[src/rtl/fp_align_iterative_if.sv]
`default_nettype none
// ---------------------------------------------------------------------------
// fp_align_iterative_if : operand-in / aligned-pair-out handshake bundle
// Rev 1.0
// ---------------------------------------------------------------------------
interface fp_align_iterative_if;
  logic        in_valid;
  logic        in_ready;
  logic        Sa;
  logic        Sb;
  logic [9:0]  ShiftDet;
  logic [4:0]  InputExc;
  logic [30:0] Aout;
  logic [30:0] Bout;
  logic        Opout;
  logic        out_valid;
  logic        out_ready;
  logic        Smax;
  logic        Smin;
  logic [7:0]  Emax;
  logic [23:0] Mmax;
  logic [26:0] Mmin;
  logic        Swapped;
  logic        OpOut;
  logic [4:0]  ExcOut;

  modport master (
    output in_valid, Sa, Sb, ShiftDet, InputExc, Aout, Bout, Opout, out_ready,
    input  in_ready, out_valid, Smax, Smin, Emax, Mmax, Mmin, Swapped, OpOut, ExcOut
  );

  modport slave (
    input  in_valid, Sa, Sb, ShiftDet, InputExc, Aout, Bout, Opout, out_ready,
    output in_ready, out_valid, Smax, Smin, Emax, Mmax, Mmin, Swapped, OpOut, ExcOut
  );
endinterface
`default_nettype wire

[src/rtl/fp_align_iterative.sv]
`default_nettype none
// ---------------------------------------------------------------------------
// fp_align_iterative : orders an FP operand pair and iteratively right-aligns
// the smaller significand with guard/round/sticky.   Rev 1.0
// ---------------------------------------------------------------------------
module fp_align_iterative #(
  parameter int SHIFT_STEP = 1,
  parameter int SAT_LIMIT  = 27
) (
  input  wire logic          clk,
  input  wire logic          rst,
  fp_align_iterative_if.slave bus
);

  localparam logic [4:0] c_STEP = 5'(SHIFT_STEP);
  localparam logic [8:0] c_SAT  = 9'(SAT_LIMIT);

  typedef enum logic [1:0] {
    S_IDLE  = 2'd0,
    S_SHIFT = 2'd1,
    S_DONE  = 2'd2
  } state_t;

  state_t      r_state;
  logic        r_in_ready;
  logic        r_out_valid;
  logic        r_Smax;
  logic        r_Smin;
  logic [7:0]  r_Emax;
  logic [23:0] r_Mmax;
  logic [26:0] r_Mmin;
  logic        r_Swapped;
  logic        r_OpOut;
  logic [4:0]  r_ExcOut;
  logic [4:0]  r_rem;

  logic [7:0]  w_exp_a;
  logic [7:0]  w_exp_b;
  logic [23:0] w_sig_a;
  logic [23:0] w_sig_b;
  logic        w_swap;
  logic [7:0]  w_emax;
  logic [7:0]  w_emin;
  logic [23:0] w_sig_max;
  logic [23:0] w_sig_min;
  logic [7:0]  w_ediff;
  logic        w_sat;
  logic        w_exc;
  logic [4:0]  w_shamt;
  logic        w_direct;
  logic [26:0] w_mmin_init;

  logic [4:0]  w_k;
  logic [26:0] w_mask;
  logic        w_lost;
  logic [26:0] w_shifted;
  logic [26:0] w_mmin_next;

  // Zero exponent flushes the significand: denormals are treated as zero.
  assign w_exp_a   = bus.Aout[30:23];
  assign w_exp_b   = bus.Bout[30:23];
  assign w_sig_a   = (|w_exp_a) ? {1'b1, bus.Aout[22:0]} : 24'd0;
  assign w_sig_b   = (|w_exp_b) ? {1'b1, bus.Bout[22:0]} : 24'd0;

  assign w_swap    = bus.Bout > bus.Aout;
  assign w_emax    = w_swap ? w_exp_b : w_exp_a;
  assign w_emin    = w_swap ? w_exp_a : w_exp_b;
  assign w_sig_max = w_swap ? w_sig_b : w_sig_a;
  assign w_sig_min = w_swap ? w_sig_a : w_sig_b;

  assign w_ediff   = w_emax - w_emin;
  assign w_sat     = {1'b0, w_ediff} >= c_SAT;
  assign w_exc     = bus.InputExc[4];
  assign w_shamt   = w_swap ? bus.ShiftDet[9:5] : bus.ShiftDet[4:0];
  assign w_direct  = w_exc | w_sat | (w_shamt == 5'd0);

  // Exceptions take precedence over saturation: the operand passes unshifted.
  assign w_mmin_init = (w_sat && !w_exc) ? {26'd0, |w_sig_min} : {w_sig_min, 3'b000};

  assign w_k         = (r_rem < c_STEP) ? r_rem : c_STEP;
  assign w_mask      = (27'd1 << w_k) - 27'd1;
  assign w_lost      = |(r_Mmin & w_mask);
  assign w_shifted   = r_Mmin >> w_k;
  assign w_mmin_next = {w_shifted[26:1], w_shifted[0] | w_lost | r_Mmin[0]};

  always_ff @(posedge clk or posedge rst) begin
    if (rst) begin
      r_state     <= S_IDLE;
      r_in_ready  <= 1'b1;
      r_out_valid <= 1'b0;
      r_Smax      <= 1'b0;
      r_Smin      <= 1'b0;
      r_Emax      <= 8'd0;
      r_Mmax      <= 24'd0;
      r_Mmin      <= 27'd0;
      r_Swapped   <= 1'b0;
      r_OpOut     <= 1'b0;
      r_ExcOut    <= 5'd0;
      r_rem       <= 5'd0;
    end else begin
      case (r_state)
        S_IDLE: begin
          if (bus.in_valid) begin
            r_Smax     <= w_swap ? bus.Sb : bus.Sa;
            r_Smin     <= w_swap ? bus.Sa : bus.Sb;
            r_Emax     <= w_emax;
            r_Mmax     <= w_sig_max;
            r_Mmin     <= w_mmin_init;
            r_Swapped  <= w_swap;
            r_OpOut    <= bus.Opout;
            r_ExcOut   <= bus.InputExc;
            r_rem      <= w_shamt;
            r_in_ready <= 1'b0;
            if (w_direct) begin
              r_state     <= S_DONE;
              r_out_valid <= 1'b1;
            end else begin
              r_state <= S_SHIFT;
            end
          end
        end
        S_SHIFT: begin
          r_Mmin <= w_mmin_next;
          r_rem  <= r_rem - w_k;
          if (r_rem == w_k) begin
            r_state     <= S_DONE;
            r_out_valid <= 1'b1;
          end
        end
        S_DONE: begin
          if (bus.out_ready) begin
            r_state     <= S_IDLE;
            r_out_valid <= 1'b0;
            r_in_ready  <= 1'b1;
          end
        end
        default: begin
          r_state     <= S_IDLE;
          r_out_valid <= 1'b0;
          r_in_ready  <= 1'b1;
        end
      endcase
    end
  end

  assign bus.in_ready  = r_in_ready;
  assign bus.out_valid = r_out_valid;
  assign bus.Smax      = r_Smax;
  assign bus.Smin      = r_Smin;
  assign bus.Emax      = r_Emax;
  assign bus.Mmax      = r_Mmax;
  assign bus.Mmin      = r_Mmin;
  assign bus.Swapped   = r_Swapped;
  assign bus.OpOut     = r_OpOut;
  assign bus.ExcOut    = r_ExcOut;

endmodule
`default_nettype wire

[src/flat_wrapper.sv]
// flat-port wrapper written by rule: the top's interface ports become plain ports
module fp_align_iterative_flat 
#(
  parameter int SHIFT_STEP = 1,
  parameter int SAT_LIMIT  = 27
)
  (clk, rst, bus_in_valid, bus_Sa, bus_Sb, bus_ShiftDet, bus_InputExc, bus_Aout, bus_Bout, bus_Opout, bus_out_ready, bus_in_ready, bus_out_valid, bus_Smax, bus_Smin, bus_Emax, bus_Mmax, bus_Mmin, bus_Swapped, bus_OpOut, bus_ExcOut);
  fp_align_iterative_if bus_i ();
  input  wire logic clk;
  input  wire logic rst;
  input wire logic [$bits(bus_i.in_valid)-1:0] bus_in_valid;
  input wire logic [$bits(bus_i.Sa)-1:0] bus_Sa;
  input wire logic [$bits(bus_i.Sb)-1:0] bus_Sb;
  input wire logic [$bits(bus_i.ShiftDet)-1:0] bus_ShiftDet;
  input wire logic [$bits(bus_i.InputExc)-1:0] bus_InputExc;
  input wire logic [$bits(bus_i.Aout)-1:0] bus_Aout;
  input wire logic [$bits(bus_i.Bout)-1:0] bus_Bout;
  input wire logic [$bits(bus_i.Opout)-1:0] bus_Opout;
  input wire logic [$bits(bus_i.out_ready)-1:0] bus_out_ready;
  output wire logic [$bits(bus_i.in_ready)-1:0] bus_in_ready;
  output wire logic [$bits(bus_i.out_valid)-1:0] bus_out_valid;
  output wire logic [$bits(bus_i.Smax)-1:0] bus_Smax;
  output wire logic [$bits(bus_i.Smin)-1:0] bus_Smin;
  output wire logic [$bits(bus_i.Emax)-1:0] bus_Emax;
  output wire logic [$bits(bus_i.Mmax)-1:0] bus_Mmax;
  output wire logic [$bits(bus_i.Mmin)-1:0] bus_Mmin;
  output wire logic [$bits(bus_i.Swapped)-1:0] bus_Swapped;
  output wire logic [$bits(bus_i.OpOut)-1:0] bus_OpOut;
  output wire logic [$bits(bus_i.ExcOut)-1:0] bus_ExcOut;
  assign bus_i.in_valid = bus_in_valid;
  assign bus_i.Sa = bus_Sa;
  assign bus_i.Sb = bus_Sb;
  assign bus_i.ShiftDet = bus_ShiftDet;
  assign bus_i.InputExc = bus_InputExc;
  assign bus_i.Aout = bus_Aout;
  assign bus_i.Bout = bus_Bout;
  assign bus_i.Opout = bus_Opout;
  assign bus_i.out_ready = bus_out_ready;
  assign bus_in_ready = bus_i.in_ready;
  assign bus_out_valid = bus_i.out_valid;
  assign bus_Smax = bus_i.Smax;
  assign bus_Smin = bus_i.Smin;
  assign bus_Emax = bus_i.Emax;
  assign bus_Mmax = bus_i.Mmax;
  assign bus_Mmin = bus_i.Mmin;
  assign bus_Swapped = bus_i.Swapped;
  assign bus_OpOut = bus_i.OpOut;
  assign bus_ExcOut = bus_i.ExcOut;
  fp_align_iterative #(.SHIFT_STEP(SHIFT_STEP), .SAT_LIMIT(SAT_LIMIT)) u_core (.clk(clk), .rst(rst), .bus(bus_i));
endmodule
[config.mk]
export PLATFORM = sky130hd
export DESIGN_NAME = fp_align_iterative_flat
export DESIGN_NICKNAME = d
export VERILOG_FILES = /design/src/rtl/fp_align_iterative_if.sv /design/src/rtl/fp_align_iterative.sv /design/src/flat_wrapper.sv
export SDC_FILE = /design/constraint.sdc
export NUM_CORES = 1
export LEC_CHECK = 0
export ABC_AREA = 1
export CORE_ASPECT_RATIO = 1.1
export CORE_MARGIN = 1.5
export CORE_UTILIZATION = 40
export CTS_CLUSTER_DIAMETER = 30
export DETAILED_ROUTE_END_ITERATION = 10
export GPL_TIMING_DRIVEN = 1
export PLACE_DENSITY = 0.68
export SYNTH_ARGS = -nofsm -noshare
export SYNTH_HDL_FRONTEND = slang
export SYNTH_SLANG_ARGS = --single-unit
[constraint.sdc]
create_clock -name clk -period 5.7 [get_ports clk]
set_input_delay 1.14 -clock clk [delete_from_list [all_inputs] [get_ports clk]]
set_output_delay 1.14 -clock clk [all_outputs]
set_load 0.1 [all_outputs]
==> impl_metrics.json <==
{
  "status": "finished, final reports clean",
  "slew-limit-headroom_pct": 30.4,
  "dieHeight_um": 131,
  "netlist_area_um2": 5920,
  "synthTopCellsByArea": "dfrtp_1 32%, nand2_1 14%, inv_1 9.4%, ha_1 7.2%, o21ai_0 4.9%",
  "die_w_um": 119,
  "fin_skew_ps": 5.60,
  "synth_cell_type_count": 39,
  "synth_top_area_cell": "dfrtp_1",
  "switchingPower_mw": 3.12,
  "power.leakage_nw": 3.96,
  "drtIter0Drc": 403,
  "p_comb_share_pct": 68.3,
  "routedWlPerCell_um": 15.2,
  "grt_pass1_vias": 5666,
  "grt_usage_pct": 23.6,
  "cts-root-buf": "clkbuf_16",
  "setup_violations": 0,
  "io_pins": 154,
  "worstSetupEndpointType": "flop",
  "slowest_stage": "clkdlybuf4s50_1",
  "start_util_pct": 40.9,
  "gp_congestion": 0.970,
  "place_hpwl_mm": 13.5,
  "tritoncts": "done",
  "insertion_delay_ps": 350,
  "fin_cells": 1202,
  "finalCritPeriodShare_pct": 75.4,
  "synth_most_common_cell": "nand2_1",
  "grt_max_degree": 59,
  "cts_buffers": 9,
  "ys_ff_latch": 77,
  "max_stage_delay_ps": 480,
  "cp_data_arrival_time_ps": 4570,
  "syn_area_per_cell_um2": 6.81,
  "worstPathCellList": "clkdlybuf4s50_1 -> inv_1 -> ha_1 -> nand2_2 -> nor2_2 -> nand2_1 -> nor3_2 -> nand2_1 -> nand2_4 -> nand2_4 -> nand2_4 -> nand3_4 -> ha_1 -> inv_1 -> nand2_1 -> nand2_1 -> nand3_1 -> nand2_1 -> nand2_1 -> nor2_2 -> nand3_2 -> nand2_4 -> nand2_1 -> a21oi_1",
  "holdCritPathClass": "flop to flop",
  "htreeDepth": 3,
  "reg2regPathDepth": 8,
  "clkSinkCount": 77,
  "cp_max_fo": 25,
  "via_per_inst": 5.03,
  "grt_pass1_wl_mm": 28.9,
  "rows": 46,
  "pwr-share-clk_pct": 11.7,
  "syn-num-nets": 987,
  "crit_path_frequent_cell": "nand2_1",
  "preCtsSetupSlack_ps": 1030,
  "yosys-top-cells-count": "224 x nand2_1, 148 x inv_1, 76 x dfrtp_1",
  "hp-start": "u_core.bus.out_valid",
  "period_needed_ps": 4300,
  "power_density_nw_per_um2": 654,
  "ctsHoldBuffers": 0,
  "firstDrtPassIters": 5,
  "dp.cells": 1185,
  "post_cts_buffers": 0,
  "cp-start-kind": "input port",
  "synth.yosys.warnings": 0,
  "synth-main-ff-cell": "dfrtp_1",
  "async_reset_ff_share_pct": 100,
  "antenna_found_initial": 0,
  "cp.required_ps": 5970,
  "synthCells": 869,
  "yosysTopAreaCellShare_pct": 32.1,
  "grt_overflow": 0,
  "rsz0062_at_grt": "false",
  "worstMarginPinSlew_ps": 1040,
  "fmax_mhz": 233,
  "seq_area_frac_synth_pct": 32.6,
  "hold_depth": 2,
  "criticalPathCategory": "input port to flop",
  "drc": 0,
  "fin_setup_tns_ps": 0,
  "ff2ff_setup_slack_ps": 2490,
  "seqPwrFrac_pct": 20.1,
  "coreArea_um2": 14400,
  "r2r-start": "u_core.r_state[1]",
  "setup_ws_ps": 1400,
  "reg2reg_to": "u_core.bus.Mmin[9]",
  "clk_pin_slew_ps": 60,
  "nNetsFinal": 1122,
  "port_buffers": 153,
  "dieArea_um2": 15500,
  "synth_edf_count": 0,
  "intPower_mw": 2.05,
  "ir_drop_uv": 371,
  "drv_cap": 0,
  "wl_mm": 18.2,
  "ant_nets": 0,
  "slew_viol_final": 0,
  "hold_viol": 0,
  "fin_util_pct": 54.7,
  "switching_share_pct": 60.4,
  "min_to": "u_core.bus.out_valid",
  "num_vias": 6051,
  "cts_resized": 0,
  "drive_gt1_share_pct": 10.1,
  "area_growth_pct": 33.7,
  "cts_buffer_depth": 2
}
## power groups by stage
stage | clock, mW | sequential, mW | combinational (mW)
3_3_place_gp | 0 | 1.04 | 3.51
6_report | 0.603 | 1.04 | 3.53
3_5_place_dp | 0 | 1.04 | 3.52
5_1_grt | 0.633 | 1.07 | 3.73
4_1_cts | 0.613 | 1.04 | 3.54
2_1_floorplan | 0 | 2.72 | 0.991
## worst max-delay path: cells and delay by family
family	cells	cell delay, ps
AO/OA/AOI/OAI	1	150
adder cells (fa/ha/maj)	2	580
buffers and inverters	3	620
AND/OR/NAND/NOR	18	2060
## per-stage QoR
step | area, µm² | hold slack (ps) | power, mW
finish | 7910 | 470 | 5.17
global route | 7900 | 502 | 5.44
CTS | 7900 | 479 | 5.18
detailed placement | 7590 | 460 | 4.57
global placement | 7590 | 463 | 4.55
floorplan | 5920 | 480 | 3.71
## sequential cells by signal, indices dropped and copies added, names as in the netlist
| register | flops |
|---|---|
| u_core.bus.Swapped | 1 |
| u_core.bus.Smin | 1 |
| u_core.r_rem | 5 |
| u_core.bus.ExcOut | 5 |
| u_core.bus.Mmax | 24 |
| u_core.r_state | 2 |
| u_core.bus.Smax | 1 |
| u_core.bus.out_valid | 1 |
| u_core.bus.Mmin | 27 |
| u_core.bus.OpOut | 1 |
| u_core.bus.in_ready | 1 |
| u_core.bus.Emax | 8 |
## kinds of logic after synthesis
logic type | share of synthesized area, %
fa+ha+maj | 7.19
compound gates | 17.3
buf+inv | 12.3
xor+xnor | 0.148
mux | 0.169
flops | 32.6
simple gates | 30.3
## worst max path at each step
stage / from / cells after the start / end
2_1_floorplan: bus_Aout[26] / 25 / u_core.bus.Mmin[26]
3_3_place_gp: bus_Aout[14] / 26 / u_core.bus.Mmin[22]
3_5_place_dp: bus_Aout[28] / 24 / u_core.bus.Mmin[23]
4_1_cts: bus_Aout[28] / 24 / u_core.bus.Mmin[23]
5_1_grt: bus_Aout[14] / 26 / u_core.bus.Mmin[21]
6_report: bus_Aout[28] / 24 / u_core.bus.Mmin[22]
## cell type report
type | count | area (µm²)
Antenna cell | 1 | 2.50
Multi-Input combinational cell | 605 | 3270
Fill cell | 1384 | 6540
Timing Repair Buffer | 160 | 1580
Inverter | 151 | 568
Clock buffer | 10 | 239
Sequential cell | 77 | 1930
Clock inverter | 6 | 71.3
Tap cell | 192 | 240
## layout by cell type (no fill, tap or decap), drive strengths merged, types with 9 or more instances in the layout
cell	n
inv	150
nand3	61
or2	17
nand2	251
o211ai	28
dfrtp	76
nand4	9
clkdlybuf4s50	153
nor2	60
clkbuf	10
o21ai	59
a21oi	63
ha	34
o221ai	9
## per-layer routing
| layer | track usage [%] | part of all wire, % | vias to the layer above |
|---|---|---|---|
| met1 | 31.9 | 46 | 2776 |
| li1 | - | - | 3065 |
| met5 | 0 | 0 | - |
| met4 | 6.52 | 1.4 | 0 |
| met3 | 3.65 | 4.9 | 16 |
| met2 | 39.6 | 48 | 194 |
Note: power is estimated with default switching activity, not from simulation.
